$ cat src/rtl/prog_loader.sv
// Boot-time program loader: takes a framed byte stream from the host link,
// assembles 16-bit instruction words, writes them into instruction memory
// while the core is held in reset, then releases the core on a good checksum.
module prog_loader #(
    parameter int          ADDR_W         = 12,
    parameter int          WORD_W         = 16,
    parameter logic [7:0]  SYNC_BYTE      = 8'hA5,
    parameter int          TIMEOUT_CYCLES = 1000000
) (
    input  logic              clk,
    input  logic              rst,
    input  logic [7:0]        rx_data,
    input  logic              rx_valid,
    input  logic              pause_toggle,
    output logic              imem_we,
    output logic [ADDR_W-1:0] imem_addr,
    output logic [WORD_W-1:0] imem_wdata,
    output logic              cpu_rst,
    output logic              run_en,
    output logic              busy,
    output logic              done,
    output logic              err
);

    // Index needs one extra bit so a full 2^ADDR_W-word image can be counted.
    localparam int          IDX_W     = ADDR_W + 1;
    localparam int          TW        = (TIMEOUT_CYCLES > 2) ? $clog2(TIMEOUT_CYCLES) : 1;
    localparam logic [TW-1:0] TO_LAST = TW'(TIMEOUT_CYCLES - 1);
    localparam logic [31:0] MAX_WORDS = 32'(1) << ADDR_W;

    typedef enum logic [2:0] {
        IDLE, CNT_HI, CNT_LO, DATA_HI, DATA_LO, CHK, RUN, ERR
    } state_t;

    state_t             state_reg, state_next;
    logic [15:0]        cnt_reg, cnt_next;
    logic [IDX_W-1:0]   idx_reg, idx_next;
    logic [7:0]         acc_reg, acc_next;
    logic [7:0]         hi_reg, hi_next;
    logic [TW-1:0]      idle_reg, idle_next;
    logic               we_reg, we_next;
    logic [ADDR_W-1:0]  addr_reg, addr_next;
    logic [WORD_W-1:0]  wdata_reg, wdata_next;
    logic               cpu_rst_reg, cpu_rst_next;
    logic               run_en_reg, run_en_next;
    logic               busy_reg, busy_next;
    logic               done_reg, done_next;
    logic               err_reg, err_next;

    logic               sync_hit;
    logic [15:0]        cnt_rx;
    logic [IDX_W-1:0]   idx_inc;

    assign sync_hit = rx_valid && (rx_data == SYNC_BYTE);
    assign cnt_rx   = {hi_reg, rx_data};
    assign idx_inc  = idx_reg + IDX_W'(1);

    // State and every output are registered here.
    always_ff @(posedge clk or posedge rst) begin
        if (rst) begin
            state_reg   <= IDLE;
            cnt_reg     <= '0;
            idx_reg     <= '0;
            acc_reg     <= '0;
            hi_reg      <= '0;
            idle_reg    <= '0;
            we_reg      <= 1'b0;
            addr_reg    <= '0;
            wdata_reg   <= '0;
            cpu_rst_reg <= 1'b1;
            run_en_reg  <= 1'b0;
            busy_reg    <= 1'b0;
            done_reg    <= 1'b0;
            err_reg     <= 1'b0;
        end else begin
            state_reg   <= state_next;
            cnt_reg     <= cnt_next;
            idx_reg     <= idx_next;
            acc_reg     <= acc_next;
            hi_reg      <= hi_next;
            idle_reg    <= idle_next;
            we_reg      <= we_next;
            addr_reg    <= addr_next;
            wdata_reg   <= wdata_next;
            cpu_rst_reg <= cpu_rst_next;
            run_en_reg  <= run_en_next;
            busy_reg    <= busy_next;
            done_reg    <= done_next;
            err_reg     <= err_next;
        end
    end

    // Frame parser: next state and next values of all registered outputs.
    always_comb begin
        state_next   = state_reg;
        cnt_next     = cnt_reg;
        idx_next     = idx_reg;
        acc_next     = acc_reg;
        hi_next      = hi_reg;
        idle_next    = '0;
        we_next      = 1'b0;
        addr_next    = addr_reg;
        wdata_next   = wdata_reg;
        cpu_rst_next = cpu_rst_reg;
        run_en_next  = run_en_reg;
        done_next    = done_reg;
        err_next     = err_reg;

        case (state_reg)
            IDLE, ERR, RUN: begin
                // A new SYNC always restarts the load, even over a pause request.
                if (sync_hit) begin
                    state_next   = CNT_HI;
                    cpu_rst_next = 1'b1;
                    run_en_next  = 1'b0;
                    done_next    = 1'b0;
                    err_next     = 1'b0;
                    idx_next     = '0;
                    acc_next     = '0;
                end else if (state_reg == RUN && pause_toggle) begin
                    run_en_next = ~run_en_reg;
                end
            end
            default: begin
                if (rx_valid) begin
                    if (state_reg != CHK) begin
                        acc_next = acc_reg ^ rx_data;
                    end
                    case (state_reg)
                        CNT_HI: begin
                            hi_next    = rx_data;
                            state_next = CNT_LO;
                        end
                        CNT_LO: begin
                            cnt_next = cnt_rx;
                            if (cnt_rx == 16'd0 || 32'(cnt_rx) > MAX_WORDS) begin
                                state_next = ERR;
                                err_next   = 1'b1;
                            end else begin
                                state_next = DATA_HI;
                            end
                        end
                        DATA_HI: begin
                            hi_next    = rx_data;
                            state_next = DATA_LO;
                        end
                        DATA_LO: begin
                            we_next    = 1'b1;
                            addr_next  = idx_reg[ADDR_W-1:0];
                            wdata_next = {hi_reg, rx_data};
                            idx_next   = idx_inc;
                            state_next = (32'(idx_inc) == 32'(cnt_reg)) ? CHK : DATA_HI;
                        end
                        default: begin
                            // CHK byte: release the core only on an exact match.
                            if (rx_data == acc_reg) begin
                                state_next   = RUN;
                                cpu_rst_next = 1'b0;
                                run_en_next  = 1'b1;
                                done_next    = 1'b1;
                            end else begin
                                state_next = ERR;
                                err_next   = 1'b1;
                            end
                        end
                    endcase
                end else if (idle_reg == TO_LAST) begin
                    // Host went silent mid-frame: abandon the load.
                    state_next = ERR;
                    err_next   = 1'b1;
                end else begin
                    idle_next = idle_reg + TW'(1);
                end
            end
        endcase

        busy_next = (state_next == CNT_HI) || (state_next == CNT_LO) ||
                    (state_next == DATA_HI) || (state_next == DATA_LO) ||
                    (state_next == CHK);
    end

    assign imem_we    = we_reg;
    assign imem_addr  = addr_reg;
    assign imem_wdata = wdata_reg;
    assign cpu_rst    = cpu_rst_reg;
    assign run_en     = run_en_reg;
    assign busy       = busy_reg;
    assign done       = done_reg;
    assign err        = err_reg;

endmodule

$ cat config.mk
export PLATFORM = sky130hd
export DESIGN_NAME = prog_loader
export DESIGN_NICKNAME = d
export VERILOG_FILES = /design/src/rtl/prog_loader.sv
export SDC_FILE = /design/constraint.sdc
export NUM_CORES = 1
export LEC_CHECK = 0
export ABC_AREA = 0
export BUFFER_PORTS_ARGS = -buffer_cell sky130_fd_sc_hd__buf_4
export CAP_MARGIN = 10
export CORE_ASPECT_RATIO = 1.75
export CORE_UTILIZATION = 30
export DETAILED_ROUTE_END_ITERATION = 7
export REMOVE_ABC_BUFFERS = 1
export SYNTH_ARGS = -nofsm -noshare
export SYNTH_HDL_FRONTEND = slang
export SYNTH_SLANG_ARGS = --single-unit
$ cat constraint.sdc
create_clock -name clk -period 8.1 [get_ports clk]
set_input_delay 0.405 -clock clk [delete_from_list [all_inputs] [get_ports clk]]
set_output_delay 0.405 -clock clk [all_outputs]
set_load 0.02 [all_outputs]
# Word level (Yosys, flattened, before mapping)
# Index checks and enable logic that the tools add are counted.
[totals]
regBits = 102
input_bits = 12
out_inout_bits = 34
elab_cells = 109
[op_classes]
n_addsub = 2
n_lt_le_gt_ge = 1
n_eq_ne = 22
n_mux = 41
bitwise = 3
reduce_logical = 26
[op_table]
columns = ["op", "n"]
rows = [
  ["20-bit two-way mux", 3],
  ["13-bit two-way mux", 4],
  ["8-bit two-way mux", 4],
  ["1-bit two-way mux", 22],
  ["20-bit by 1-bit adder with 20-bit output (second input constant)", 1],
  ["20-bit == test (second input constant)", 1],
  ["3-bit two-way mux", 6],
  ["13-bit by 16-bit == test with 1-bit output", 1],
  ["16-bit by 13-bit greater-than comparator with 1-bit output (second input constant)", 1],
  ["16-bit logical NOT", 1],
  ["3-bit == test (second input constant)", 5],
  ["3-bit AND reduction", 5],
  ["13-bit by 1-bit adder with 13-bit output (second input constant)", 1],
  ["3-bit by 2-bit == test with 1-bit output (second input constant)", 4],
  ["3-bit one-hot mux with 4 select lines", 1],
  ["8-bit == test", 1],
  ["8-bit == test (second input constant)", 1],
  ["4-bit AND reduction", 2],
  ["2-bit nonzero test", 4],
  ["8-bit bitwise XOR", 1],
  ["3-bit by 1-bit == test with 1-bit output (second input constant)", 2],
  ["3-bit inequality test (second input constant)", 2],
  ["3-bit OR reduction", 2],
  ["1-bit logical OR", 5],
  ["13 further kinds", 15],
]

# Depth between registers and ports, before layout
[depth]
ltp_word = 11
depth_mapped = 8
depth_no_buf = 7

# Worst setup path after synthesis
# Ideal clock, no wire load.
[synth_path]
kind = "register -> register"
from = "register idx_reg[0]"
to = "register state_reg[1]"
setup_ps = 119
t_arrival_ps = 2368
required_time_ps = 7981
path_slack_ps = 5614
stages_incl_launch_ff = 9
n_path_buf = 1
period_less_slack_ps = 2486
path_cell_list = "dfrtp_1 ha_1 clkbuf_1 nand4_1 nor4_1 xnor2_1 o2111ai_1 or4_1 a21bo_1"
[synth_via]
elab_chain_len = 6
[synth_rtl]
columns = ["element", "line", "text"]
rows = [
  ["from (decl)", "37", "logic [IDX_W-1:0] idx_reg, idx_next;"],
  ["from (signal assigned)", "78", "idx_reg <= idx_next;"],
  ["13-bit by 1-bit adder with 13-bit output", "56", "assign idx_inc = idx_reg + IDX_W'(1);"],
  ["13-bit by 16-bit == test with 1-bit output", "152", "state_next = (32'(idx_inc) == 32'(cnt_reg)) ? CHK : DATA_HI;"],
  ["3-bit two-way mux", "152", ""],
  ["3-bit one-hot mux with 4 select lines", "129", "case (state_reg)"],
  ["3-bit two-way mux", "125", "if (rx_valid) begin"],
  ["3-bit two-way mux", "109", "case (state_reg)"],
  ["named net state_next[1]", "35", "state_t state_reg, state_next;"],
  ["to (signal assigned)", "76", "state_reg <= state_next;"],
  ["to (decl)", "35", ""],
]
# The timed path passes the listed nets, and every way through them passes these cells.
# A chain may end at the register's enable or synchronous reset.

# Worst setup path after layout
[layout_path]
from = "register idle_reg[15]"
to = "register err_reg, in the netlist err"
[layout_via]
elab_chain_len = 3
[layout_rtl]
columns = ["element", "line", "text"]
rows = [
  ["from (decl)", "40", "logic [TW-1:0] idle_reg, idle_next;"],
  ["from (signal assigned)", "81", "idle_reg <= idle_next;"],
  ["20-bit == test", "167", "end else if (idle_reg == TO_LAST) begin"],
  ["3-bit nonzero test (no line)", "-", ""],
  ["5-bit AND reduction (no line)", "-", ""],
  ["to (signal assigned)", "89", "err_reg <= err_next;"],
  ["to (decl)", "48", "logic err_reg, err_next;"],
]
# Every way passes these cells.

==> flow_summary.toml <==
[timing]
fin_tns_setup_ns = 0
setup_viol = 0
slew_viol_final = 0
finalCritPeriodShare_pct = 36.5
slew_headroom_pct = 22.3
rsz0062_at_grt = "no"
fin_crit_ns = 2.95
worst_pin_slew_ns = 1.16
fmax_ghz = 0.338
whs_ns = 0.330
hold_violations = 0
fin_worst_skew_ns = 0.00790

[layout]
postLayoutCoreUtil_pct = 36.1
layout_common_cells = "110 x nand2_1, 101 x dfrtp_1, 48 x buf_4"
fin_area_um2 = 5910
antennaDiodeCount = 0
drive_above_1_share_pct = 18.4
largest_reg_flops = 20
final_common_cell = "nand2_1"
fin_nets = 570
area_growth_syn_to_layout_pct = 17.4

[clock_network]
cts-root-buf = "clkbuf_16"
clockBufferDepth = 2
cts_tree = "built"
cts_setup_buffers = 0
insertion_delay_ns = 0.35
cts_buffers = 9
cts_htree_levels = 3
clkSinkCount = 102
clkTransAtPathRegs_ns = 0.07

[route]
drc = 0
vias = 3896
routed_wl_um = 12100
drt_iter0_drc = 233
viasPerCell = 4.96
wire_per_inst_um = 15.5
ant_nets = 0
drtPass1Iterations = 4

[placed_design]
dpl_cell_area_um2 = 5570
dp_hpwl_um = 8650
io_buffer_count = 45
place_congestion = 0.908

[floorplanning]
core-area_um2 = 16400
die_area_um2 = 17300
io_pins = 46
start_util_pct = 30.7
die_h_um = 173
die_width_um = 99.9
rows = 62

[hold_path]
worstHoldPathCells = 3
hp-class = "in2reg"

[synthesis]
syn_area_um2 = 5030
synthArstFlopShare_pct = 100
ys_types = 57
postSynthCellCount = 521
syn_avg_cell_area_um2 = 9.65
synth.yosys.seq_area_share_pct = 50.8
synth_ff_type = "dfrtp_1"
yosys_warnings = 0
synth_edf_count = 0
synth_seq_cells = 102

[critical_path]
cp_data_required_time_ns = 8.33
worst_path_largest_cell_delay_ns = 0.74
arrival_ns = 3.18
r2r_cells = 6
path_cells = "or4_1, nor4_1, a311o_1, o21ai_1, a221oi_2, mux2_2"
cp_max_fo = 20
path_class = "reg2reg"
start_kind = "flip-flop"
crit_slowest_cell = "a311o_1"
cp-end-kind = "flip-flop"

[power]
p_per_area_nw_per_um2 = 295
leakage_nw = 2.67
ir_drop_uv = 129

[global_routing]
grt_pass1_wl_um = 19700
overflow = 0
antenna_found_initial = 0
grt.total_usage_pct = 14.5
grt_max_degree = 86
grt_pass1_vias = 3914

[run_status]
status = "finished clean"

[flow_run]
max-cap-violations = 0
## power by group
group	total [mW]	switching [mW]	internal, mW
Sequential	0.779	0.130	0.649
Combinational	0.493	0.257	0.236
Clock	0.471	0.196	0.274
Total	1.74	0.583	1.16
## synth_stat cells, types with 3 or more instances
master	n	area, µm²
nor2_1	25	93.8
nand4_1	6	37.5
nor3_1	8	40.0
and3_1	9	56.3
and2_1	5	31.3
nand3_1	18	90.1
nor4_1	10	62.6
o2111ai_1	3	26.3
nand2_1	110	413
a21oi_1	14	70.1
xor2_1	23	201
dfrtp_1	101	2530
inv_1	12	45.0
clkbuf_1	16	60.1
or3_1	5	31.3
mux2_2	26	293
buf_2	7	35.0
o31ai_1	4	30.0
or4_1	3	22.5
xnor2_1	16	140
nand2b_1	8	50.1
o21ai_0	47	235
and4_1	3	26.3
a31oi_1	3	18.8
## critical path, delay by kind of cell (launching register included)
family	cells	cell delay [ns]
compound gates	3	1.23
flops	1	0.42
mux	1	0.35
simple gates	2	0.83
## per-layer routing
metal  GRT usage, %  vias up  part of all wire, %
met5              0        -                    0
li1               -     1878                    -
met1           16.2     1908                   39
met2           26.1       87                   55
met3           2.74       23                  3.6
met4           7.05        0                  2.7
## kinds of logic (layout without fill, tap and decap cells)
kind of cell,Yosys count,count (layout),synth area share [%]
buffers and inverters,39,79,3.28
muxes,28,28,6.22
AOI/OAI and AO/OA,91,91,11.2
xor gates and xnor gates,40,40,7.24
and+or+nand+nor,219,219,20.8
DFF,102,102,50.8
adders and majority gates,2,2,0.497
## final timing paths
kind | startpoint | to | slack, ns
min in group asynchronous | rst | acc_reg[5] | 0.54
max in group asynchronous | rst | state_reg[2] | 6.23
worst max register to register | idle_reg[15] | err | 5.15
worst min-delay path | rx_data[1] | imem_wdata[1] | 0.33
worst max-delay path | idle_reg[15] | err | 5.15
worst min register to register | idle_reg[0] | idle_reg[0] | 0.46
## through the flow
step	power (mW)	setup slack, ns	std cells
detailed placement	1.29	5.15	768
CTS	1.76	5.14	785
finish	1.74	5.15	785
floorplan	1.09	4.92	496
global route	1.84	4.92	785
global placement	1.27	5.21	768
## layout make-up
| type | count | area [µm²] |
|---|---|---|
| fill | 1655 | 10500 |
| sequential | 102 | 2550 |
| multi-input combinational | 380 | 2320 |
| timing repair buffer | 49 | 370 |
| tap | 224 | 280 |
| clock buffer | 10 | 229 |
| clock inverter | 6 | 95.1 |
| inverter | 14 | 57.6 |
## timing repair
item                                   CTS  global route
endpoints found under the hold margin   17             0
hold buffers                             1             0
resized for setup                        0             0
Note: power is estimated with default switching activity, not from simulation.
